$ cat config.mk
export PLATFORM = sky130hd
export DESIGN_NAME = tpu_mmu_ctrl
export DESIGN_NICKNAME = d
export VERILOG_FILES = /design/src/rtl/tpu_mmu_ctrl_pkg.sv /design/src/rtl/tpu_mmu_ctrl_rd_skew.sv /design/src/rtl/tpu_mmu_ctrl.sv
export SDC_FILE = /design/constraint.sdc
export NUM_CORES = 1
export LEC_CHECK = 0
export ABC_AREA = 1
export CORE_MARGIN = 2
export CORE_UTILIZATION = 35
export CTS_CLUSTER_DIAMETER = 120
export CTS_CLUSTER_SIZE = 25
export DETAILED_ROUTE_END_ITERATION = 12
export PLACE_DENSITY = 0.59
export SKIP_LAST_GASP = 1
export SYNTH_ARGS = -nofsm -noshare
export SYNTH_HDL_FRONTEND = slang
export SYNTH_SLANG_ARGS = --single-unit
$ cat constraint.sdc
create_clock -name clk -period 4.4 [get_ports clk]
set_input_delay 0.44 -clock clk [delete_from_list [all_inputs] [get_ports clk]]
set_output_delay 0.44 -clock clk [all_outputs]
set_load 0.1 [all_outputs]
$ cat src/rtl/tpu_mmu_ctrl_pkg.sv
// Package tpu_ctrl_pkg: shared types and phase-length helpers for the
// matrix-multiply pass sequencer (tpu_mmu_ctrl) and its read-skew helper.
//   mmu_ctrl_state_t : sequencer phase encoding
//   load_cyc/latch_cyc/drain_cyc : phase lengths as a function of array size
//   LOAD_CYC/LATCH_CYC/DRAIN_CYC : phase lengths for the default 4x4 array
package tpu_ctrl_pkg;

    typedef enum logic [2:0] {
        IDLE   = 3'd0,
        LOAD   = 3'd1,
        LATCH  = 3'd2,
        STREAM = 3'd3,
        DRAIN  = 3'd4,
        DONE   = 3'd5
    } mmu_ctrl_state_t;

    // One weight row per cycle fills the FIFO.
    function automatic int load_cyc(input int wh);
        return wh;
    endfunction

    // The latch phase shifts the full tile into the array.
    function automatic int latch_cyc(input int wh);
        return wh;
    endfunction

    // Partial sums need two array traversals to leave through maccout.
    function automatic int drain_cyc(input int wh);
        return 2 * wh;
    endfunction

    localparam int WH_DEFAULT = 4;
    localparam int LOAD_CYC   = WH_DEFAULT;
    localparam int LATCH_CYC  = WH_DEFAULT;
    localparam int DRAIN_CYC  = 2 * WH_DEFAULT;

endpackage

$ cat src/rtl/tpu_mmu_ctrl_rd_skew.sv
// tpu_rd_skew: registered diagonal-skew generator for the activation memory.
// Ports:
//   clk, reset            : clock, synchronous active-high reset
//   en                    : step k is a STREAM step for the coming cycle
//   k                     : stream step index for the coming cycle
//   rows                  : number of activation vectors in the pass
//   base                  : first activation address
//   rd_en   [WH-1:0]      : per-lane read enable (registered)
//   rd_addr [WH*AW-1:0]   : per-lane read address, lane r at [r*AW +: AW]
module tpu_rd_skew #(
    parameter int WIDTH_HEIGHT = 4,
    parameter int ADDR_WIDTH   = 8,
    parameter int CNT_WIDTH    = 8
) (
    input  logic                               clk,
    input  logic                               reset,
    input  logic                               en,
    input  logic [CNT_WIDTH:0]                 k,
    input  logic [CNT_WIDTH-1:0]               rows,
    input  logic [ADDR_WIDTH-1:0]              base,
    output logic [WIDTH_HEIGHT-1:0]            rd_en,
    output logic [WIDTH_HEIGHT*ADDR_WIDTH-1:0] rd_addr
);

    localparam int KW = CNT_WIDTH + 1;

    logic [WIDTH_HEIGHT-1:0]            en_next;
    logic [WIDTH_HEIGHT*ADDR_WIDTH-1:0] addr_next;
    logic [KW-1:0]                      lane_k;

    // Lane r sees the activation stream delayed by r steps; idle lanes read address 0.
    always_comb begin
        en_next   = '0;
        addr_next = '0;
        lane_k    = '0;
        for (int r = 0; r < WIDTH_HEIGHT; r++) begin
            lane_k = k - KW'(r);
            if (en && (k >= KW'(r)) && (lane_k < {1'b0, rows})) begin
                en_next[r]                            = 1'b1;
                addr_next[r*ADDR_WIDTH +: ADDR_WIDTH] = base + ADDR_WIDTH'(lane_k);
            end else begin
                en_next[r]                            = 1'b0;
                addr_next[r*ADDR_WIDTH +: ADDR_WIDTH] = '0;
            end
        end
    end

    // Output registers for the memory read port.
    always_ff @(posedge clk) begin
        if (reset) begin
            rd_en   <= '0;
            rd_addr <= '0;
        end else begin
            rd_en   <= en_next;
            rd_addr <= addr_next;
        end
    end

endmodule

$ cat src/rtl/tpu_mmu_ctrl.sv
// tpu_mmu_ctrl: sequencer for one matrix-multiply pass
// (LOAD -> LATCH -> STREAM -> DRAIN -> DONE).
// Ports:
//   clk, reset          : clock, synchronous active-high reset
//   start               : command strobe, honoured only when idle
//   base_addr, num_rows : pass parameters, captured on an accepted start
//   busy, done          : pass in progress / one-cycle end-of-pass pulse
//   fifo_en             : weightFifo enable
//   wwrite, active      : sysArr weight-latch and compute controls
//   rd_en, rd_addr      : memArr per-lane read enables and addresses
// Every output is a flop; the next-state decode drives their D inputs.
module tpu_mmu_ctrl
    import tpu_ctrl_pkg::*;
#(
    parameter int WIDTH_HEIGHT = 4,
    parameter int ADDR_WIDTH   = 8,
    parameter int CNT_WIDTH    = 8
) (
    input  logic                               clk,
    input  logic                               reset,
    input  logic                               start,
    input  logic [ADDR_WIDTH-1:0]              base_addr,
    input  logic [CNT_WIDTH-1:0]               num_rows,
    output logic                               busy,
    output logic                               done,
    output logic                               fifo_en,
    output logic [WIDTH_HEIGHT-1:0]            wwrite,
    output logic                               active,
    output logic [WIDTH_HEIGHT-1:0]            rd_en,
    output logic [WIDTH_HEIGHT*ADDR_WIDTH-1:0] rd_addr
);

    // One spare bit so num_rows at its maximum plus the skew tail cannot overflow.
    localparam int KW = CNT_WIDTH + 1;
    localparam logic [KW-1:0] LOAD_LAST  = KW'(load_cyc(WIDTH_HEIGHT) - 1);
    localparam logic [KW-1:0] LATCH_LAST = KW'(latch_cyc(WIDTH_HEIGHT) - 1);
    localparam logic [KW-1:0] DRAIN_LAST = KW'(drain_cyc(WIDTH_HEIGHT) - 1);
    localparam logic [KW-1:0] SKEW_LAST  = KW'(WIDTH_HEIGHT - 2);

    mmu_ctrl_state_t         state_r, state_next;
    logic [KW-1:0]           cnt_r, cnt_next;
    logic [ADDR_WIDTH-1:0]   base_r;
    logic [CNT_WIDTH-1:0]    rows_r;
    logic                    capture;
    logic [KW-1:0]           stream_last;

    // STREAM runs num_rows + WIDTH_HEIGHT - 1 steps, so its last index is rows + WH - 2.
    assign stream_last = {1'b0, rows_r} + SKEW_LAST;

    // Next-state and step-counter decode.
    always_comb begin
        state_next = state_r;
        cnt_next   = cnt_r;
        capture    = 1'b0;
        case (state_r)
            IDLE: begin
                cnt_next = '0;
                if (start) begin
                    capture = 1'b1;
                    if (num_rows == '0) begin
                        state_next = DONE;
                    end else begin
                        state_next = LOAD;
                    end
                end else begin
                    state_next = IDLE;
                end
            end
            LOAD: begin
                if (cnt_r == LOAD_LAST) begin
                    state_next = LATCH;
                    cnt_next   = '0;
                end else begin
                    cnt_next   = cnt_r + KW'(1'b1);
                end
            end
            LATCH: begin
                if (cnt_r == LATCH_LAST) begin
                    state_next = STREAM;
                    cnt_next   = '0;
                end else begin
                    cnt_next   = cnt_r + KW'(1'b1);
                end
            end
            STREAM: begin
                if (cnt_r == stream_last) begin
                    state_next = DRAIN;
                    cnt_next   = '0;
                end else begin
                    cnt_next   = cnt_r + KW'(1'b1);
                end
            end
            DRAIN: begin
                if (cnt_r == DRAIN_LAST) begin
                    state_next = DONE;
                    cnt_next   = '0;
                end else begin
                    cnt_next   = cnt_r + KW'(1'b1);
                end
            end
            DONE: begin
                state_next = IDLE;
                cnt_next   = '0;
            end
            default: begin
                state_next = IDLE;
                cnt_next   = '0;
            end
        endcase
    end

    // State, counter, captured command and the phase-decoded output flops.
    always_ff @(posedge clk) begin
        if (reset) begin
            state_r <= IDLE;
            cnt_r   <= '0;
            base_r  <= '0;
            rows_r  <= '0;
            busy    <= 1'b0;
            done    <= 1'b0;
            fifo_en <= 1'b0;
            wwrite  <= '0;
            active  <= 1'b0;
        end else begin
            state_r <= state_next;
            cnt_r   <= cnt_next;
            if (capture) begin
                base_r <= base_addr;
                rows_r <= num_rows;
            end else begin
                base_r <= base_r;
                rows_r <= rows_r;
            end
            busy    <= (state_next != IDLE);
            done    <= (state_next == DONE);
            fifo_en <= (state_next == LOAD) || (state_next == LATCH);
            wwrite  <= (state_next == LATCH) ? '1 : '0;
            active  <= (state_next == STREAM) || (state_next == DRAIN);
        end
    end

    // The skew block registers its outputs, so feed it the step of the coming cycle.
    tpu_rd_skew #(
        .WIDTH_HEIGHT (WIDTH_HEIGHT),
        .ADDR_WIDTH   (ADDR_WIDTH),
        .CNT_WIDTH    (CNT_WIDTH)
    ) u_rd_skew (
        .clk     (clk),
        .reset   (reset),
        .en      (state_next == STREAM),
        .k       (cnt_next),
        .rows    (rows_r),
        .base    (base_r),
        .rd_en   (rd_en),
        .rd_addr (rd_addr)
    );

endmodule

## Word-level counts from Yosys, hierarchy flattened

Cells that the tools add are included.

| storage, ports and cells | value |
|---|---|
| word-level logic and storage cells | 83 |
| register bits after elaboration | 72 |
| input port bits | 19 |

| operators by class | value |
|---|---|
| equality and inequality tests | 12 |
| bitwise gates (word level) | 4 |
| reduce and logical (&&, ||, !) cells | 18 |
| add/subtract/negate cells | 9 |
| mux-type cells | 18 |
| magnitude comparators | 8 |

Operator list:

| kind | number |
|---|---|
| $lt 9x8->1 | 4 |
| $add 8x8->8 | 4 |
| $mux 9 | 3 |
| $pmux 9 s3 | 1 |
| $ge 9x1->1 const B | 2 |
| $ge 9x2->1 const B | 2 |
| $mux 3 | 6 |
| $sub 9x2->9 const B | 2 |
| $pmux 3 s5 | 1 |
| $eq 3x2->1 const B | 4 |
| $reduce_or 2->1 | 5 |
| $add 8x2->9 const B | 1 |
| $add 9x1->9 const B | 1 |
| $eq 3x3->1 const B | 3 |
| $eq 9x2->1 const B | 1 |
| $eq 9x3->1 const B | 1 |
| $eq 9x9->1 | 1 |
| $sub 9x1->9 const B | 1 |
| $logic_and 1x1->1 | 8 |
| $logic_not 8->1 | 1 |
| $eq 3x1->1 const B | 2 |
| $mux 1 | 6 |
| $mux 4 | 1 |
| $not 1->1 | 4 |
| 3 further kinds | 4 |

## Depth between registers and ports, before layout

Gate-level depths: netlist of run 1.

| depth | value |
|---|---|
| depth in word-level cells | 9 |
| depth in mapped cells | 32 |
| depth with buffers taken out | 31 |

## Cells and area by module

From an unflattened synthesis of run 1, not the netlist that was laid out.

| second synthesis, totals | value |
|---|---|
| cells, all modules | 680 |
| area total of the unflattened synthesis | 4959.8 um^2 |

Modules (own cells, without submodules):

| module | cells an instance | times used | area an instance (um^2) |
|---|---|---|---|
| tpu_rd_skew | 433 | 1 | 3223.1 |
| tpu_mmu_ctrl | 247 | 1 | 1736.7 |

## Worst setup path before layout of run 1

Ideal clock, no wire load.

| timing | value |
|---|---|
| path type | register to register |
| start point | register rows_r[1] |
| end point | register u_rd_skew.rd_addr[31] |
| setup time | 0.116 ns |
| data arrival time | 3.526 ns |
| stages on the path, launching flop included | 26 |
| required time | 4.284 ns |
| slack | 0.758 ns |
| cell sequence | dfxtp_1 > ha_1 > xnor2_1 > nand3_1 > nor2_1 > nand2_1 > nor2_1 > nand3_2 > nand2_4 > nand2_4 > buf_12 > nand2_2 > inv_1 > ha_1 > xor2_1 > ha_1 > a21oi_1 > nand2_1 > a21oi_1 > o21bai_1 > nand2_1 > nand2_1 > a21oi_1 > xor2_1 > xor2_1 > nor2_1 |

| between the ends | value |
|---|---|
| word-level cells in the longest chain between the ends | 9 |

RTL lines:

| what | line | text |
|---|---|---|
| start: declaration | tpu_mmu_ctrl.sv:43 | `logic [CNT_WIDTH-1:0] rows_r;` |
| start signal: assignment | tpu_mmu_ctrl.sv:129 | `rows_r <= num_rows;` |
| start signal: assignment | tpu_mmu_ctrl.sv:132 | `rows_r <= rows_r;` |
| $add 8x2->9 (*) | tpu_mmu_ctrl.sv:48 | `assign stream_last = {1'b0, rows_r} + SKEW_LAST;` |
| $eq 9x9->1 (*) | tpu_mmu_ctrl.sv:86 | `if (cnt_r == stream_last) begin` |
| $mux 9 (*) | tpu_mmu_ctrl.sv:86 |  |
| $pmux 9 s3 (*) | tpu_mmu_ctrl.sv:55 | `case (state_r)` |
| net cnt_next[1] | tpu_mmu_ctrl.sv:41 | `logic [KW-1:0] cnt_r, cnt_next;` |
| $sub 9x2->9 or $ge 9x2->1 (tied branches) | tpu_mmu_ctrl_rd_skew.sv:37, tpu_mmu_ctrl_rd_skew.sv:38 |  |
| $lt 9x8->1 or $logic_and 1x1->1 (tied branches) | tpu_mmu_ctrl_rd_skew.sv:38 | `if (en && (k >= KW'(r)) && (lane_k < {1'b0, rows})) begin` |
| $logic_and 1x1->1 | tpu_mmu_ctrl_rd_skew.sv:38 |  |
| $not 1->1 (no source line) | - |  |
| $reduce_or 2->1 (no source line) | - |  |
| end signal: assignment | tpu_mmu_ctrl_rd_skew.sv:55 | `rd_addr <= addr_next;` |
| end: declaration | tpu_mmu_ctrl_rd_skew.sv:22 | `output logic [WIDTH_HEIGHT*ADDR_WIDTH-1:0] rd_addr` |

The timed path passes the listed nets; every way through them passes the cells marked *.
A chain may end at the register's enable or synchronous reset.

## Worst setup path in the final report of run 1

| timing | value |
|---|---|
| start point | register rows_r[1] |
| end point | register u_rd_skew.rd_addr[15] |

| between the ends | value |
|---|---|
| word-level cells in the longest chain between the ends | 9 |

RTL lines:

| what | line | text |
|---|---|---|
| $add 8x2->9 | tpu_mmu_ctrl.sv:48 |  |
| $eq 9x9->1 | tpu_mmu_ctrl.sv:86 |  |
| $mux 9 or $mux 3 (tied branches) | tpu_mmu_ctrl.sv:86 |  |
| $pmux 9 s3 or $pmux 3 s5 (tied branches) | tpu_mmu_ctrl.sv:55 |  |
| $sub 9x1->9 (tied with other cells) | tpu_mmu_ctrl_rd_skew.sv:37 | `lane_k = k - KW'(r);` |
| $lt 9x8->1 or $logic_and 1x1->1 (tied branches) | tpu_mmu_ctrl_rd_skew.sv:38 |  |
| $logic_and 1x1->1 | tpu_mmu_ctrl_rd_skew.sv:38 |  |
| $not 1->1 (no source line) | - |  |
| $reduce_or 2->1 (no source line) | - |  |

Parallel ways exist; a longest one is shown, timed or not.

==> results_dict.tcl, run 1 <==
set metrics [dict create \
    outcome "completed" \
    synth_seq_cells 69 \
    seq_area_frac_synth 0.287 \
    slowest_delay_ps 330 \
    clkLatencyLatePin_ps 340 \
    synth_top_area_cell "dfxtp_1" \
    min_path_type "flop to flop" \
    die-height_um 121 \
    drive_gt1_frac 0.0814 \
    min_from "base_r[7]$_SDFFE_PP0P_" \
    syn2layout_area_growth_pct 23.6 \
    period_share 0.915 \
    ys_async_sr_fraction 0 \
    synth-edff-count 0 \
    cts_sinks 69 \
    drt-initial-drc-count 288 \
    grt_max_degree 29 \
    synth_area_per_cell_um2 7.35 \
    critPathSlowestCell "dfxtp_1" \
    grt-ovfl-total 0 \
    crit_path_max_fanout 12 \
    whs_path_depth 2 \
    finalNetCount 804 \
    maxCapViolations 0 \
    yosys_warnings 0 \
    die_area_mm2 0.0147 \
    crit_path_start_kind "flop" \
    hold_viol 0 \
    drt-wirelength-per-cell_um 13.5 \
    drcViolationCount 0 \
    holdWs_ps 544 \
    yosys.area.top_type_share 0.287 \
    cts_buffer_depth 2 \
    cp-end-kind "flop" \
    antenna_found_initial 0 \
    path_common_cell "nor2_1" \
    drtAntennaViolNets 0 \
    slew_viol_final 0 \
    yosys_most_used_dff "dfxtp_1" \
    cts_tree "built" \
    tightest_slew_ps 974 \
    synth_area_mm2 0.00481 \
    core_area_mm2 0.0133 \
    diodes 0 \
    gp_congestion 0.900 \
    crit_type "flop to flop" \
    r2r_slack_ps 370 \
    htree_levels 3 \
    grt_pass1_vias 4139 \
    io_buffers 62 \
    fin_util 0.445 \
    ir_worst_vdd_v 0.000166 \
    track_usage 0.176 \
    synthCells 654 \
    root_buffer "clkbuf_16" \
    synth.distinct_cells 35 \
    setup_violations 0 \
    vias 4330 \
    clk_pin_slew_ps 50 \
    rows 42 \
    layout_setup_ws_ps 373 \
    rr_endpoint "u_rd_skew.rd_addr[15]$_SDFF_PP0_" \
    synth_nets 738 \
    skew_ps 9.45 \
    post_cts_buffers 0 \
    fillers 1348 \
    cp.arrival_ps 4250 \
    post-route-min-period_ps 4030 \
    rsz0062_at_grt "yes" \
    place_ws_ps 244 \
    finalWirelength_mm 12.2 \
    worstHoldEndpoint "base_r[7]$_SDFFE_PP0P_" \
    p_per_area_mw_per_mm2 293 \
    cts_made_buffers 9 \
    place_hpwl_mm 9.87 \
    start_util 0.360 \
    reg2reg_depth 28 \
    die_w_um 121 \
    ys_top_cells_by_area "dfxtp_1 (29%), ha_1 (16%), nand2_1 (8.3%)" \
    fmax_ghz 0.248 \
    slew-limit-headroom 0.349 \
    worstPathRequired_ps 4630 \
    io_pins 63 \
    grt_pass1_wl_mm 20.1 \
    vias_per_cell 4.81 \
    firstDrtPassIters 5 \
    r2r_start "rows_r[1]$_SDFFE_PP0P_" \
    p_leak_nw 2.79 \
]
[where the power goes]
part           switching (W)  total [W]  leakage (nW)  internal (W)
clock network       0.000276   0.000731         0.146      0.000455
logic               0.000210   0.000346          2.08      0.000136
registers          0.0000226   0.000664         0.560      0.000641
[sequential cells by signal, summed over array words and instances (netlist names)]
signal,cells
u_rd_skew.rd_addr,32
cnt_r,9
base_r,8
rows_r,8
u_rd_skew.rd_en,4
state_r,3
active,1
busy,1
done,1
fifo_en,1
wwrite,1
[how the worst max path moves through the flow]
stage | depth (start not counted) | start | end
after floorplan | 25 | rows_r[1]$_SDFFE_PP0P_ | u_rd_skew.rd_addr[31]$_SDFF_PP0_
after global placement | 24 | rows_r[1]$_SDFFE_PP0P_ | u_rd_skew.rd_addr[31]$_SDFF_PP0_
after detailed placement | 27 | rows_r[1]$_SDFFE_PP0P_ | u_rd_skew.rd_addr[15]$_SDFF_PP0_
after CTS | 28 | rows_r[1]$_SDFFE_PP0P_ | u_rd_skew.rd_addr[15]$_SDFF_PP0_
after global routing | 24 | rows_r[1]$_SDFFE_PP0P_ | u_rd_skew.rd_addr[31]$_SDFF_PP0_
final | 28 | rows_r[1]$_SDFFE_PP0P_ | u_rd_skew.rd_addr[15]$_SDFF_PP0_
[cells in the mapped netlist, types with 4 or more instances]
master    number
inv_1         88
nor3_2         4
nand2_4        5
nor2_1       101
xor2_1        32
inv_2          6
nor3_1        10
nand3_1       26
dfxtp_1       69
o21ai_0       32
xnor2_1       11
fa_1           4
a21oi_1       38
a211oi_1       4
ha_1          61
nand2_2       12
clkbuf_1       5
nand4_1        6
nand2_1      106
[through the flow]
step / power, W / cells / area (µm²) / setup TNS (ps)
after CTS: 0.00175 / 901 / 5910 / 0
after global routing: 0.00184 / 901 / 5940 / -6.21
after detailed placement: 0.00102 / 885 / 5600 / 0
after global placement: 0.00101 / 885 / 5600 / 0
after floorplan: 0.000928 / 654 / 4810 / 0
final: 0.00174 / 901 / 5940 / 0
[timing repair]
item,in CTS,in global routing
hold buffers,0,0
setup endpoints to repair,0,10
resized for setup,0,6
[worst max-delay path, delay by kind of cell (launching register included)]
kind | cells | cell delay [ps]
flip-flops | 1 | 330
AO/OA/AOI/OAI | 3 | 540
adder cells (fa/ha/maj) | 3 | 880
AND/OR/NAND/NOR | 19 | 1800
buffers and inverters | 2 | 200
XOR/XNOR | 1 | 150
[area by class of cell]
cell class	count	area, µm²	area share
clock buffer	11	243	0.0408
clock inverter	5	60.1	0.0101
inverter	94	353	0.0594
multi-input combinational	482	3050	0.513
sequential	69	1380	0.232
tap	176	220	0.0370
timing repair buffer	64	636	0.107
[layer usage]
metal  vias to the layer above  track usage  wire [µm]
met5                         -            0          0
met1                      1977        0.225       5630
met3                        22       0.0437        580
li1                       2225            -          -
met4                         0       0.0682        300
met2                       106        0.287       5670
[cell families (layout without fill, tap and decap cells)]
| logic type | after synthesis | count (layout) | synth area share |
|---|---|---|---|
| fa+ha+maj | 65 | 65 | 0.175 |
| flops | 69 | 69 | 0.287 |
| buf+inv | 103 | 174 | 0.0861 |
| compound gates | 88 | 88 | 0.101 |
| simple gates | 286 | 286 | 0.272 |
| xor+xnor | 43 | 43 | 0.0783 |
[cells in the final DEF (no fill, tap or decap), types with 5 or more instances in the layout]
master,n
ha_1,61
a21oi_1,38
o21ai_0,32
nor3_1,10
xnor2_1,11
inv_1,88
dfxtp_1,69
xor2_1,31
nand3_1,26
clkdlybuf4s50_1,62
inv_2,6
nand2_4,5
nor2_1,101
nand2_1,105
nand2_2,11
nand4_1,6
clkbuf_16,9
Power figures use the tool's default switching activity.
==> run 2, diff against run 1 <==
--- a/config.mk
+++ b/config.mk
@@ -7,11 +7,11 @@
 export LEC_CHECK = 0
 export ABC_AREA = 1
 export CORE_MARGIN = 2
-export CORE_UTILIZATION = 35
+export CORE_UTILIZATION = 56
 export CTS_CLUSTER_DIAMETER = 120
 export CTS_CLUSTER_SIZE = 25
 export DETAILED_ROUTE_END_ITERATION = 12
-export PLACE_DENSITY = 0.59
+export PLACE_DENSITY = 0.85
 export SKIP_LAST_GASP = 1
 export SYNTH_ARGS = -nofsm -noshare
 export SYNTH_HDL_FRONTEND = slang
==> constraint.sdc (replaced) <==
create_clock -name clk -period 4.4 [get_ports clk]
set_input_delay 0.66 -clock clk [delete_from_list [all_inputs] [get_ports clk]]
set_output_delay 0.66 -clock clk [all_outputs]
set_load 0.1 [all_outputs]
==> run 2 against run 1 <==
  * Flip-flop and latch count is the same
  * Count of clock-buffer cells in the layout is the same
  * Hold slack lost 60 ps
  * Clock skew grew 3.4 ps
  * Fmax grew 0.95%
  * Sequential share of layout area grew 0.55 points
  * Non-clock buffer count shrank 1
==> results_dict.tcl, run 2 (synthesis gave the netlist of run 1 again) <==
set metrics [dict create \
    outcome "completed" \
    io_pins 63 \
    tns_ps 0 \
    crit_path_max_fanout 12 \
    fmax_ghz 0.251 \
    layout_setup_ws_ps 411 \
    crit_path_start_kind "flop" \
    antenna_found_initial 0 \
    period_share 0.907 \
    finalNetCount 803 \
    mostFrequentLayoutCells "nand2_1 (105), nor2_1 (101), inv_1 (88), dfxtp_1 (69), clkdlybuf4s50_1 (62)" \
    rsz0062_at_grt "no" \
    whs_path_depth 2 \
    skew_ps 12.9 \
    final_cells 829 \
    core_area_mm2 0.00826 \
    start_util 0.582 \
    p_leak_nw 2.77 \
    grt_pass1_wl_mm 21.8 \
    cp-end-kind "flop" \
    vias_per_cell 5.52 \
    largest_reg_flops 32 \
    drt-wirelength-per-cell_um 15.9 \
    worstHoldEndpoint "base_r[7]$_SDFFE_PP0P_" \
    die_area_mm2 0.00935 \
    cts_buffer_depth 2 \
    final_common_cell "nand2_1" \
    cts_sinks 69 \
    p_per_area_mw_per_mm2 291 \
    rows 33 \
    firstDrtPassIters 7 \
    ir_worst_vdd_v 0.000209 \
    grt_max_degree 29 \
    track_usage 0.287 \
    clkLatencyLatePin_ps 360 \
    post-route-min-period_ps 3990 \
    fin_util 0.703 \
    rr_endpoint "u_rd_skew.rd_addr[31]$_SDFF_PP0_" \
    die-height_um 96.7 \
    cts_tree "built" \
    grt_pass1_vias 4567 \
    regMostFlops "u_rd_skew.rd_addr" \
    tightest_slew_ps 980 \
    post_cts_buffers 0 \
    reg2reg_depth 26 \
    gp_congestion 0.950 \
    maxCapViolations 0 \
    grt-ovfl-total 0 \
    fillers 664 \
    numPlacedInstances 813 \
    reg_top3 "u_rd_skew.rd_addr: 32 flops, cnt_r: 9 flops" \
    slew-limit-headroom 0.345 \
    r2r_start "rows_r[1]$_SDFFE_PP0P_" \
    drtAntennaViolNets 0 \
    drcViolationCount 0 \
    setup_violations 0 \
    root_buffer "clkbuf_8" \
    power.total_w 0.00169 \
    min_from "base_r[7]$_SDFFE_PP0P_" \
    cp.arrival_ps 4240 \
    slew_viol_final 0 \
    cts_made_buffers 9 \
    finalWirelength_mm 13.2 \
    syn2layout_area_growth_pct 20.8 \
    crit_type "flop to flop" \
    vias 4580 \
    multiInputGateArea_mm2 0.00306 \
    min_path_type "flop to flop" \
    register_area_mm2 0.00138 \
    r2r_slack_ps 410 \
    die_w_um 96.7 \
    htree_levels 3 \
    drive_gt1_frac 0.0829 \
    diodes 0 \
    io_buffers 62 \
    place_ws_ps 260 \
    hold_viol 0 \
    place_hpwl_mm 10.4 \
    clk_pin_slew_ps 80 \
    drt-initial-drc-count 277 \
    worstPathRequired_ps 4650 \
]
-- run 2: through the flow --
stage	hold slack [ps]	cell area [µm²]
6_report	484	5810
5_1_grt	507	5810
4_1_cts	484	5770
3_5_place_dp	486	5510
3_3_place_gp	459	5510
2_1_floorplan	444	4810
-- run 2: area by class of cell --
class,instances,share of cell area
inverter,94,0.0607
sequential,69,0.238
multi-input combinational,482,0.526
clock inverter,5,0.0183
timing repair buffer,63,0.108
clock buffer,11,0.0261
tap,105,0.0226
-- run 2: worst max-delay path by stage --
stage	start	to	slack (ps)	cells after the start
2_1_floorplan	rows_r[1]$_SDFFE_PP0P_	u_rd_skew.rd_addr[31]$_SDFF_PP0_	760	25
5_1_grt	rows_r[1]$_SDFFE_PP0P_	u_rd_skew.rd_addr[15]$_SDFF_PP0_	30	28
3_3_place_gp	rows_r[1]$_SDFFE_PP0P_	u_rd_skew.rd_addr[15]$_SDFF_PP0_	430	29
6_report	rows_r[1]$_SDFFE_PP0P_	u_rd_skew.rd_addr[31]$_SDFF_PP0_	410	26
4_1_cts	cnt_r[0]$_SDFF_PP0_	u_rd_skew.rd_addr[31]$_SDFF_PP0_	220	21
3_5_place_dp	cnt_r[0]$_SDFF_PP0_	u_rd_skew.rd_addr[31]$_SDFF_PP0_	260	21
-- run 2: worst max-delay path, stage by stage, from the launching register on --
cell and delay (ps):
dfxtp_1 340, ha_1 220, nand2_1 160, inv_1 90, nand3_1 90, nand2_1 60
nand2_1 50, nand2_1 50, nor2_1 120, nand3_2 120, nand2_4 110, nand2_8 140
nand2_8 150, inv_1 150, ha_1 250, xor2_1 190, ha_1 350, a21oi_1 190
nand2_1 120, a21oi_1 140, o21bai_1 100, nand2_1 80, nand2_1 50, a21oi_1 150
xor2_1 180, xor2_1 150, nor2_1 50
-- run 2: routing by layer --
layer  vias to the layer above  track usage  part of all wire
met5                         -            0                 0
met4                         0        0.120             0.034
met3                        39       0.0578             0.065
met2                       189        0.478              0.47
met1                      2127        0.363              0.43
li1                       2225            -                 -
-- run 2: power by group --
| part | switching [W] | internal, W | total [W] |
|---|---|---|---|
| clock network | 0.000263 | 0.000409 | 0.000672 |
| registers | 0.0000229 | 0.000640 | 0.000663 |
| logic | 0.000218 | 0.000137 | 0.000355 |
-- run 2: what timing repair did --
item / in CTS / in global routing
setup endpoints to repair: 0 / 18
hold buffers: 0 / 0
gates resized for setup: 0 / 8
hold endpoints to repair: 0 / 0
